### src/rtl/cov_stim_gen.sv
// rtl/cov_stim_gen.sv - counted, mode-selectable operand-pair stimulus source
// Emits count_in pairs over valid/ready in LFSR, sweep or corner mode, then reports done.
module cov_stim_gen #(
    parameter logic [4:0] SEED_A = 5'h01,
    parameter logic [4:0] SEED_B = 5'h1F,
    parameter int         CNT_W  = 16
) (
    input  logic             clk,
    input  logic             rst_n,
    input  logic             start_in,
    input  logic [1:0]       mode_in,
    input  logic [CNT_W-1:0] count_in,
    input  logic             ready_in,
    output logic [4:0]       a_ou,
    output logic [4:0]       b_ou,
    output logic             valid_ou,
    output logic             busy_ou,
    output logic             done_ou,
    output logic [CNT_W-1:0] sent_ou
);

    typedef enum logic [1:0] {IDLE, RUN, DONE} state_t;

    localparam logic [4:0]       SEED_A_EFF = (SEED_A == 5'h00) ? 5'h01 : SEED_A;
    localparam logic [4:0]       SEED_B_EFF = (SEED_B == 5'h00) ? 5'h01 : SEED_B;
    localparam logic [CNT_W-1:0] ONE        = {{(CNT_W-1){1'b0}}, 1'b1};

    state_t           state_q;
    logic [1:0]       mode_q;
    logic [CNT_W-1:0] count_q, sent_q, sent_d;
    logic [9:0]       sweep_q, sweep_d;
    logic [1:0]       corner_q, corner_d;
    logic [4:0]       a_q, b_q, a_d, b_d;
    logic             valid_q, busy_q, done_q;
    logic             xfer, last;

    // In LFSR mode the output registers double as the LFSR state.
    always_comb begin
        sweep_d  = sweep_q + 10'd1;
        corner_d = corner_q + 2'd1;
        sent_d   = sent_q + ONE;
        last     = (sent_d == count_q);
        xfer     = valid_q & ready_in;
        case (mode_q)
            2'd1: begin
                a_d = sweep_d[4:0];
                b_d = sweep_d[9:5];
            end
            2'd2: begin
                a_d = {5{corner_d[1]}};
                b_d = {5{corner_d[0]}};
            end
            default: begin
                a_d = {a_q[3:0], a_q[4] ^ a_q[2]};
                b_d = {b_q[3:0], b_q[4] ^ b_q[2]};
            end
        endcase
    end

    always_ff @(posedge clk or negedge rst_n) begin
        if (!rst_n) begin
            state_q  <= IDLE;
            mode_q   <= 2'd0;
            count_q  <= '0;
            sent_q   <= '0;
            sweep_q  <= 10'd0;
            corner_q <= 2'd0;
            a_q      <= 5'd0;
            b_q      <= 5'd0;
            valid_q  <= 1'b0;
            busy_q   <= 1'b0;
            done_q   <= 1'b0;
        end else begin
            case (state_q)
                IDLE, DONE: begin
                    if (start_in) begin
                        mode_q   <= mode_in;
                        count_q  <= count_in;
                        sent_q   <= '0;
                        sweep_q  <= 10'd0;
                        corner_q <= 2'd0;
                        if (mode_in == 2'd1 || mode_in == 2'd2) begin
                            a_q <= 5'd0;
                            b_q <= 5'd0;
                        end else begin
                            a_q <= SEED_A_EFF;
                            b_q <= SEED_B_EFF;
                        end
                        if (count_in == '0) begin
                            state_q <= DONE;
                            valid_q <= 1'b0;
                            busy_q  <= 1'b0;
                            done_q  <= 1'b1;
                        end else begin
                            state_q <= RUN;
                            valid_q <= 1'b1;
                            busy_q  <= 1'b1;
                            done_q  <= 1'b0;
                        end
                    end
                end
                RUN: begin
                    if (xfer) begin
                        sent_q   <= sent_d;
                        sweep_q  <= sweep_d;
                        corner_q <= corner_d;
                        // The final pair stays on the outputs through DONE.
                        if (last) begin
                            state_q <= DONE;
                            valid_q <= 1'b0;
                            busy_q  <= 1'b0;
                            done_q  <= 1'b1;
                        end else begin
                            a_q <= a_d;
                            b_q <= b_d;
                        end
                    end
                end
                default: state_q <= IDLE;
            endcase
        end
    end

    assign a_ou     = a_q;
    assign b_ou     = b_q;
    assign valid_ou = valid_q;
    assign busy_ou  = busy_q;
    assign done_ou  = done_q;
    assign sent_ou  = sent_q;

endmodule

### config.mk
export PLATFORM = sky130hd
export DESIGN_NAME = cov_stim_gen
export DESIGN_NICKNAME = d
export VERILOG_FILES = /design/src/rtl/cov_stim_gen.sv
export SDC_FILE = /design/constraint.sdc
export NUM_CORES = 1
export LEC_CHECK = 0
export ABC_CLOCK_PERIOD_IN_PS = 3650
export CORE_UTILIZATION = 43
export CTS_CLUSTER_DIAMETER = 40
export DETAILED_ROUTE_END_ITERATION = 8
export HOLD_SLACK_MARGIN = 0.03
export PLACE_DENSITY_LB_ADDON = 0.2
export SLEW_MARGIN = 30
export SYNTH_ARGS = -nofsm -noshare
export SYNTH_HDL_FRONTEND = slang
export SYNTH_SLANG_ARGS = --single-unit
### constraint.sdc
create_clock -name clk -period 3.65 [get_ports clk]
set_input_delay 0.5475 -clock clk [delete_from_list [all_inputs] [get_ports clk]]
set_output_delay 0.5475 -clock clk [all_outputs]
set_load 0.01 [all_outputs]
==> out/metrics.cfg, run 1 <==
[sta]
clock_skew_ns = 0.00957
worst_slew_pin_slew_ns = 0.858
finalHoldViolCount = 0
rsz0062_at_grt = no
post-route-period-util = 0.871
setup_tns_ns = 0
fmax_mhz = 315
drv_slew = 0
finalSetupViolCount = 0
fin_crit_ns = 3.18
slew_headroom = 0.426

[worst_setup_path]
endpoint = a_ou[1]$_DFFE_PN0P_
slowest_stage = or4b_4
rrSetupSlack_ns = 0.47
cp-end-kind = register
critPathKind = reg -> reg
critPathMaxFanout = 13
critPathArrivalTime_ns = 3.38
timing.rr.start = sent_ou[0]$_DFFE_PN0P_
critical_path.startpoint = sent_ou[0]$_DFFE_PN0P_
critPathTopFamily = simple AND/OR/NAND/NOR gates
cp_cell_sequence = ha_1, nand4b_1, a211o_1, a211o_1, or4_4, or4b_4, nor2b_4, o2bb2ai_1
start_kind = register
r2r_end = a_ou[1]$_DFFE_PN0P_
worst_path_most_repeated_cell = a211o_1
critical_path_buf_inv_count = 0
critPathMaxStageDelay_ns = 0.58
worst-path-stages = 8
rr_worst_depth = 8
cp_data_required_time_ns = 3.85

[grt]
antenna_found_initial = 0
grt_pass1_wl_um = 14700
grt_max_degree = 34
gr-usage-all-layers = 0.219
overflow = 0
grt_pass1_vias = 2991

[clock_network]
clkSinkCount = 60
cts_hold_buf = 0
clock_path_buffers = 2
root_buffer = clkbuf_8
ctsResizeCount = 0
insertion_delay_ns = 0.35
numCtsBuffers = 9
cts_tree = built
cts_setup_buffers = 0
path_clk_slew_ns = 0.07
h-tree-depth = 3

[flow_run]
maxCapViolCount = 0

[floorplan]
rows = 32
die_area_um2 = 8660
die_y_um = 93.0
core_area_um2 = 7890
start_util = 0.452
dieWidth_um = 93.0
pin_count = 51

[synth]
synth_top_area_share = 0.421
ys_types = 52
synth_fp_nets = 440
yosys_warnings = 0
syn_area_per_cell_um2 = 8.61
synth_largest_area_cell = dfrtp_1
syn_inst = 414
syn-cell-area_um2 = 3560
yosys-top-cells-area = dfrtp_1, nand2_1, o21ai_0
ys_seq_area_frac = 0.421
synth_ff_type = dfrtp_1
synth_edf_count = 0
synth.ff_latch_count = 60
synthArstFlopShare = 1.00

[drt]
wl_per_cell_um = 15.7
drt_pre_antenna_iters = 5
drt.antenna.violating_nets = 0
dr.first_iter.drc_count = 153
drt-total-wl_um = 8880
drc = 0
via_count = 3194
via_per_inst = 5.64

[pwr]
power_leakage_nw = 1.87
ir_drop_mv = 0.256
powerDensity_nw_per_um2 = 520

[placed_design]
placed_cells = 550
port_buffers = 50
dpl.hpwl_um = 6240
globalplace.congestion = 0.838

[final_layout]
nets = 485
syn2layout_area_growth_pct = 20.7
fin_cells = 566
antenna_cells = 0
drive_gt1_frac = 0.0668

[worst_hold_path]
hp-class = in -> async

[run_status]
outcome = finished, final reports clean

worst min-delay path by stage:
| stage | to | slack [ns] | start | cells past startpoint |
|---|---|---|---|---|
| 4_1_cts | sent_ou[8]$_DFFE_PN0P_ | 0.28 | rst_n | 1 |
| 5_1_grt | sent_ou[9]$_DFFE_PN0P_ | 0.33 | rst_n | 1 |
| 6_report | sent_ou[8]$_DFFE_PN0P_ | 0.25 | rst_n | 1 |
| 3_3_place_gp | corner_q[1]$_DFFE_PN0P_ | 0.48 | corner_q[1]$_DFFE_PN0P_ | 1 |
| 3_5_place_dp | count_q[11]$_DFFE_PN0P_ | 0.50 | count_q[11]$_DFFE_PN0P_ | 2 |
| 2_1_floorplan | a_ou[0]$_DFFE_PN0P_ | 0.25 | rst_n | 0 |
Yosys cell counts, types with 5 or more instances:
library cell and number:
o21ai_0 49, nor4_1 5, nand2b_1 7, nand3_1 14
and3_1 6, nand4_1 9, mux2i_1 6, nor2_1 22
a21oi_1 13, xor2_1 13, a31oi_1 5, nand2_1 77
inv_1 16, o31ai_1 7, xnor2_1 19, dfrtp_1 60
and2_1 6, clkbuf_1 14, and4_1 5
sequential cells by signal, indices dropped and copies added, names as in the netlist:
register  flops
a_ou          5
mode_q        2
corner_q      2
state_q       2
sent_ou      16
done_ou       1
sweep_q      10
count_q      16
b_ou          5
busy_ou       1
layout by cell type, fill, tap and decap left out, types with 2 or more instances in the layout:
master,netlist,final
nor2_2,2,2
nand4b_1,2,2
dfrtp_1,60,60
o41ai_1,2,2
a221oi_1,2,2
mux2i_1,6,6
or3_1,3,3
mux2_1,4,4
a21o_1,3,3
o31ai_1,7,7
a31oi_1,5,5
xor2_1,13,13
a2111oi_0,2,2
a211oi_1,4,4
clkbuf_8,0,11
buf_4,4,6
inv_1,16,16
ha_1,4,4
o21ai_0,49,49
nand4_1,9,9
a21oi_1,13,13
nand2b_1,7,7
clkdlybuf4s50_1,0,49
nand3_1,14,13
xnor2_1,19,19
and2_1,6,6
nor2_1,22,22
nor2b_1,2,2
and4_1,5,5
nor3_1,3,3
clkinv_2,0,3
a211o_1,3,3
nor4_1,5,5
nand2_1,77,77
and3_1,6,6
power breakdown:
part	internal, mW	leakage, nW	total (mW)	switching (mW)
Clock	0.281	0.0961	0.559	0.278
Combinational	0.381	1.00	0.751	0.371
Sequential	0.783	0.771	0.926	0.143
kinds of logic (layout without fill, tap and decap cells):
group,Yosys count,in the layout,share of synthesized area
AOI/OAI and AO/OA,98,98,0.166
xor gates and xnor gates,32,32,0.0787
adders and majority gates,4,4,0.0140
buffers and inverters,38,88,0.0492
DFF,60,60,0.421
muxes,10,10,0.0295
and+or+nand+nor,172,172,0.241
layout make-up:
cell class | count | area, µm²
Tap cell | 102 | 128
Fill cell | 730 | 3590
Timing Repair Buffer | 56 | 541
Sequential cell | 60 | 1500
Multi-Input combinational cell | 316 | 1890
Clock buffer | 12 | 155
Clock inverter | 4 | 23.8
Inverter | 16 | 60.1
metrics by stage:
| step | power, mW | hold WS [ns] | util | setup WS, ns | area, µm² |
|---|---|---|---|---|---|
| after CTS | 2.24 | 0.283 | 0.545 | 0.473 | 4300 |
| after detailed placement | 1.68 | 0.498 | 0.522 | 0.502 | 4120 |
| after global routing | 2.37 | 0.332 | 0.545 | 0.321 | 4300 |
| after global placement | 1.66 | 0.480 | 0.522 | 0.560 | 4120 |
| after floorplan | 1.39 | 0.252 | - | 0.825 | 3560 |
| final | 2.24 | 0.254 | 0.545 | 0.470 | 4300 |
per-layer routing:
layer / track usage / up-vias / share of wire
met5: 0 / - / 0
met4: 0.0872 / 0 / 0.018
met3: 0.0317 / 14 / 0.047
met2: 0.313 / 93 / 0.43
met1: 0.330 / 1537 / 0.50
li1: - / 1550 / -
Power figures use the tool's default switching activity.
==> run 2, diff against run 1 <==
--- a/config.mk
+++ b/config.mk
@@ -6,7 +6,7 @@
 export NUM_CORES = 1
 export LEC_CHECK = 0
 export ABC_CLOCK_PERIOD_IN_PS = 3650
-export CORE_UTILIZATION = 43
+export CORE_UTILIZATION = 40
 export CTS_CLUSTER_DIAMETER = 40
 export DETAILED_ROUTE_END_ITERATION = 8
 export HOLD_SLACK_MARGIN = 0.03
==> run 2 against run 1 <==
  * Die area rose by 7.3%
  * Via count down 2.3%
  * First-iteration DRC count rose by 20%
  * Worst hold slack got worse by 0.057 ns
  * Sequential power hardly changed
  * Sequential share of layout area decreased by 0.38 points
  * Highest routed layer unchanged
  * Count of clock-buffer cells in the layout increased by 1
  * Clock power is 17% higher
==> out/metrics.cfg, run 2 (synthesis results as in run 1) <==
[sta]
rsz0062_at_grt = no
setup_tns_ns = 0  ; unchanged
slew_headroom = 0.453  ; +0.0270
post-route-period-util = 0.878  ; +0.00731
finalHoldViolCount = 0  ; unchanged
fmax_mhz = 312  ; -0.83%
finalSetupViolCount = 0  ; unchanged
fin_crit_ns = 3.21  ; +0.0267 ns
worst_slew_pin_slew_ns = 0.818  ; -0.0403 ns
drv_slew = 0  ; unchanged
clock_skew_ns = 0.00880  ; -0.000770 ns

[final_layout]
final_common_cell = nand2_1
antenna_cells = 0  ; unchanged
nFillCells = 875  ; +20%
fin_cells = 572  ; +1.1%
most-common-layout-cells = nand2_1, dfrtp_1, o21ai_0, clkdlybuf4s50_1, nor2_1
drive_gt1_frac = 0.0668  ; unchanged
multi_input_area_um2 = 1890  ; -0.26%
nets = 485  ; unchanged
register_area_um2 = 1500  ; unchanged
syn2layout_area_growth_pct = 22.0

[worst_setup_path]
critPathMaxFanout = 13  ; unchanged
critPathKind = reg -> reg
cp-end-kind = register
critPathArrivalTime_ns = 3.40  ; +0.02 ns
cp_data_required_time_ns = 3.84  ; about the same
start_kind = register

[worst_hold_path]
hp-class = in -> async

[drt]
drt.antenna.violating_nets = 0  ; unchanged
via_per_inst = 5.45  ; -3.3%
wl_per_cell_um = 15.6  ; -0.65%
drt-total-wl_um = 8920  ; +0.41%
dr.first_iter.drc_count = 184  ; +20%
drc = 0  ; unchanged
via_count = 3120  ; -2.3%
drt_pre_antenna_iters = 5  ; unchanged

[pwr]
power_leakage_nw = 1.88  ; +0.68%
powerDensity_nw_per_um2 = 536  ; +3.1%
ir_drop_mv = 0.211  ; -17%

[clock_network]
insertion_delay_ns = 0.33  ; -0.02 ns
path_clk_slew_ns = 0.07  ; about the same
numCtsBuffers = 9  ; unchanged
h-tree-depth = 3  ; unchanged
clock_path_buffers = 2  ; unchanged
cts_hold_buf = 0  ; unchanged
clkSinkCount = 60  ; unchanged
cts_tree = built
cts_setup_buffers = 0  ; unchanged
ctsResizeCount = 0  ; unchanged
root_buffer = clkbuf_8

[run_status]
outcome = finished, final reports clean

[grt]
grt_pass1_vias = 2820  ; -5.7%
antenna_found_initial = 0  ; unchanged
overflow = 0  ; unchanged
grt_max_degree = 44  ; +29%
gr-usage-all-layers = 0.207  ; -0.0116
grt_pass1_wl_um = 14400  ; -2.5%

[placed_design]
globalplace.congestion = 0.832  ; -0.75%
port_buffers = 50  ; unchanged
dpl.hpwl_um = 6330  ; +1.5%
placed_cells = 556  ; +1.1%

[floorplan]
rows = 34  ; +6.3%
pin_count = 51  ; unchanged
die_y_um = 96.4  ; +3.6%
start_util = 0.411  ; -0.0412
core_area_um2 = 8680  ; +10%
dieWidth_um = 96.4  ; +3.6%
die_area_um2 = 9290  ; +7.3%

[flow_run]
maxCapViolCount = 0  ; unchanged

## run 2: path summary, 6_finish.rpt
kind | start | end | slack, ns | depth (start not counted)
max | sent_ou[0]$_DFFE_PN0P_ | a_ou[1]$_DFFE_PN0P_ | 0.44 | 8
min | rst_n | b_ou[2]$_DFFE_PN0P_ | 0.20 | 1
max reg2reg | sent_ou[0]$_DFFE_PN0P_ | a_ou[1]$_DFFE_PN0P_ | 0.44 | 8
min reg2reg | corner_q[1]$_DFFE_PN0P_ | corner_q[1]$_DFFE_PN0P_ | 0.50 | 1
max in group asynchronous | rst_n | state_q[1]$_DFFE_PN0P_ | 2.78 | 2
min in group clk | corner_q[1]$_DFFE_PN0P_ | corner_q[1]$_DFFE_PN0P_ | 0.50 | 1
## run 2: metal layers
metal	routed length, µm	up-vias	part of all wire	track usage
met5	0	-	0	0
met4	76	0	0.0085	0.0662
met3	328	5	0.037	0.0360
met2	3990	55	0.45	0.302
met1	4530	1512	0.51	0.310
li1	-	1548	-	-
## run 2: cell type report
cell class                 count  area share
clock buffer                  13      0.0412
clock inverter                 3     0.00978
inverter                      16      0.0138
multi-input combinational    316       0.434
sequential                    60       0.345
tap                          108      0.0311
timing repair buffer          56       0.125
## run 2: through the flow
stage                     hold slack, ns   util  instance area (µm²)  total power [mW]  worst slack [ns]
after floorplan                    0.252      -                 3560              1.39             0.825
after global placement             0.489  0.475                 4120              1.67             0.559
after detailed placement           0.494  0.475                 4130              1.68             0.482
after CTS                          0.211  0.501                 4350              2.34             0.459
after global routing               0.245  0.501                 4350              2.48             0.307
final                              0.197  0.501                 4350              2.33             0.444
## run 2: power by group
part | total [mW] | switching, mW | leakage [nW] | internal (mW)
sequential | 0.927 | 0.144 | 0.771 | 0.783
clock | 0.655 | 0.266 | 0.112 | 0.389
combinational | 0.749 | 0.369 | 0.997 | 0.380
total | 2.33 | 0.779 | 1.88 | 1.55
## run 2: worst max-delay path: stages (launching register included)
cell       delay, ns
dfrtp_1         0.57
ha_1            0.47
nand4b_1        0.15
a211o_1         0.32
a211o_1         0.27
or4_4           0.43
or4b_4          0.58
nor2b_4         0.15
o2bb2ai_1       0.13
==> run 3, diff against run 2 <==
--- a/config.mk
+++ b/config.mk
@@ -5,6 +5,7 @@
 export SDC_FILE = /design/constraint.sdc
 export NUM_CORES = 1
 export LEC_CHECK = 0
+export ABC_AREA = 1
 export ABC_CLOCK_PERIOD_IN_PS = 3650
 export CORE_UTILIZATION = 40
 export CTS_CLUSTER_DIAMETER = 40
==> run 3 against run 2 <==
  * First-iteration DRC count down 24%
  * Worst hold slack worse by 0.020 ns
  * Non-clock buffer count down 1
  * Critical path depth up 7
  * Cell count up 11%
  * Area after synthesis up 0.53%
  * Clock power down 20%
  * Cell area up 0.29%
  * Combinational power up 60%
  * Total power up 19%
  * Synthesized cell count up 14%
  * Sequential cell count unchanged
  * Critical endpoint is now b_ou[2]$_DFFE_PN0P_
==> out/metrics.cfg, run 3 <==
[grt]
overflow = 0  ; unchanged
grt_max_degree = 38  ; -14%
gr-usage-all-layers = 0.194  ; -0.0132
grt_pass1_wl_um = 14700  ; +2.6%
grt_pass1_vias = 3122  ; +11%
antenna_found_initial = 0  ; unchanged

[sta]
clock_skew_ns = 0.00503  ; -0.00377 ns
post-route-period-util = 0.644  ; -0.235
fmax_mhz = 426  ; +37%
slew_headroom = 0.504  ; +0.0507
finalHoldViolCount = 0  ; unchanged
finalSetupViolCount = 0  ; unchanged
rsz0062_at_grt = no
setup_tns_ns = 0  ; unchanged
drv_slew = 0  ; unchanged
fin_crit_ns = 2.35  ; -0.857 ns
worst_slew_pin_slew_ns = 0.742  ; -0.0761 ns
finalWorstSetupSlack_ns = 1.30  ; +0.857 ns

[drt]
dr.first_iter.drc_count = 140  ; -24%
drt-total-wl_um = 8510  ; -4.6%
drt.antenna.violating_nets = 0  ; unchanged
via_count = 3231  ; +3.6%
wl_per_cell_um = 13.4  ; -14%
drt_pre_antenna_iters = 5  ; unchanged
via_per_inst = 5.07  ; -7.0%
drc = 0  ; unchanged

[clock_network]
insertion_delay_ns = 0.33  ; about the same
clkSinkCount = 60  ; unchanged
numCtsBuffers = 9  ; unchanged
ctsResizeCount = 0  ; unchanged
path_clk_slew_ns = 0.07  ; about the same
cts_hold_buf = 0  ; unchanged
h-tree-depth = 3  ; unchanged
cts_setup_buffers = 0  ; unchanged
clock_path_buffers = 2  ; unchanged
cts_tree = built
root_buffer = clkbuf_8

[floorplan]
dieWidth_um = 96.6  ; +0.26%
pin_count = 51  ; unchanged
die_area_um2 = 9340  ; +0.52%
rows = 34  ; unchanged
start_util = 0.413  ; +0.00216
core_area_um2 = 8680  ; unchanged
die_y_um = 96.6  ; +0.26%

[flow_run]
maxCapViolCount = 0  ; unchanged

[final_layout]
fin_cells = 637  ; +11%
final_common_cell = nand2_1
nets = 551  ; +14%
nFillCells = 855  ; -2.3%
final_util = 0.502  ; +0.00144
most-common-layout-cells = nand2_1, inv_1, dfrtp_1
stdcell_area_um2 = 4360  ; +0.29%
register_area_um2 = 1500  ; unchanged
antenna_cells = 0  ; unchanged
multi_input_area_um2 = 1770  ; -6.1%
drive_gt1_frac = 0.0907  ; +0.0239
syn2layout_area_growth_pct = 21.7

[worst_setup_path]
r2r_end = b_ou[2]$_DFFE_PN0P_
critPathArrivalTime_ns = 2.62  ; -0.78 ns
cp_data_required_time_ns = 3.92  ; +0.08 ns
critPathMaxFanout = 11  ; -2
cp-end-kind = register
start_kind = register
critPathKind = reg -> reg
timing.rr.start = sent_ou[0]$_DFFE_PN0P_
rr_worst_depth = 15  ; +7
rrSetupSlack_ns = 1.30  ; +0.86 ns

[synth]
syn_inst = 470  ; +14%
synth_edf_count = 0  ; unchanged
synth_largest_area_cell = dfrtp_1
synth.ff_latch_count = 60  ; unchanged
yosys-top-cells-area = dfrtp_1, nand2_1, inv_1
synth_top_area_share = 0.419  ; -0.00221
ys_seq_area_frac = 0.419  ; -0.00221
ys_top_cells_by_count = nand2_1, inv_1, dfrtp_1
synth_ff_type = dfrtp_1
yosys_warnings = 0  ; unchanged
synth_fp_nets = 496  ; +13%
yosysMostFrequentCell = nand2_1
syn_area_per_cell_um2 = 7.62  ; -11%
ys_types = 33  ; -37%
synthArstFlopShare = 1.00  ; unchanged
syn-cell-area_um2 = 3580  ; +0.53%

[placed_design]
port_buffers = 50  ; unchanged
pre_cts_ws_ns = 1.18  ; +0.702 ns
placed_cells = 622  ; +12%
globalplace.congestion = 0.832  ; about the same
dpl.hpwl_um = 6490  ; +2.4%
placed_area_um2 = 4190  ; +1.5%

[worst_hold_path]
hp-class = in -> async

[pwr]
powerDensity_nw_per_um2 = 636  ; +19%
ir_drop_mv = 0.508  ; +140%
power_leakage_nw = 2.03  ; +7.9%

[run_status]
outcome = finished, final reports clean

## run 3: area by class of cell
cell class | instances | area share
clock inverter | 2 | 0.00230
multi-input combinational | 333 | 0.406
tap | 108 | 0.0310
sequential | 60 | 0.344
inverter | 66 | 0.0568
clock buffer | 13 | 0.0364
timing repair buffer | 55 | 0.123
## run 3: report_power, final
part | leakage, nW | total, mW | internal [mW] | switching (mW)
combinational | 1.15 | 1.20 | 0.498 | 0.699
clock | 0.0893 | 0.525 | 0.278 | 0.247
sequential | 0.787 | 1.05 | 0.865 | 0.188
## run 3: worst max-delay path by stage
| stage | cells past startpoint | endpoint | from |
|---|---|---|---|
| 3_3_place_gp | 9 | sent_ou[11]$_DFFE_PN0P_ | ready_in |
| 2_1_floorplan | 17 | a_ou[0]$_DFFE_PN0P_ | sent_ou[0]$_DFFE_PN0P_ |
| 4_1_cts | 15 | b_ou[2]$_DFFE_PN0P_ | sent_ou[0]$_DFFE_PN0P_ |
| 3_5_place_dp | 10 | corner_q[0]$_DFFE_PN0P_ | ready_in |
| 6_report | 15 | b_ou[2]$_DFFE_PN0P_ | sent_ou[0]$_DFFE_PN0P_ |
| 5_1_grt | 15 | b_ou[1]$_DFFE_PN0P_ | sent_ou[0]$_DFFE_PN0P_ |
## run 3: worst max-delay path: stages (launching register included)
cell	delay (ns)
dfrtp_1	0.49
ha_1	0.25
nand3_1	0.16
nand2_1	0.13
nand2_1	0.07
nand2_1	0.06
nand3_1	0.09
nor3_2	0.22
nand2_1	0.08
nor2_2	0.10
nand2_1	0.09
nand2_2	0.11
nand2_4	0.14
nand2_4	0.15
nand2_1	0.08
nand2_1	0.06
## run 3: through the flow
| stage | power (mW) | hold WS, ns |
|---|---|---|
| finish | 2.77 | 0.177 |
| detailed placement | 2.27 | 0.463 |
| global placement | 2.25 | 0.465 |
| floorplan | 1.90 | 0.252 |
| global route | 3.03 | 0.211 |
| CTS | 2.81 | 0.350 |
## run 3: layer usage
metal / vias to the layer above / track usage / wire length [µm]
met5: - / 0 / 0
met4: 0 / 0.0838 / 220
met3: 17 / 0.0318 / 384
met2: 89 / 0.308 / 3890
met1: 1493 / 0.262 / 4020
li1: 1632 / - / -
## run 3: kinds of logic (layout without fill, tap and decap cells)
| logic type | count (synthesis) | in the layout | share of synthesized area |
|---|---|---|---|
| AO/OA/AOI/OAI | 67 | 67 | 0.103 |
| XOR/XNOR | 16 | 16 | 0.0468 |
| buffers and inverters | 77 | 136 | 0.0863 |
| adder cells (fa/ha/maj) | 4 | 4 | 0.0140 |
| multiplexers | 1 | 1 | 0.00314 |
| AND/OR/NAND/NOR | 245 | 245 | 0.328 |
| flip-flops | 60 | 60 | 0.419 |
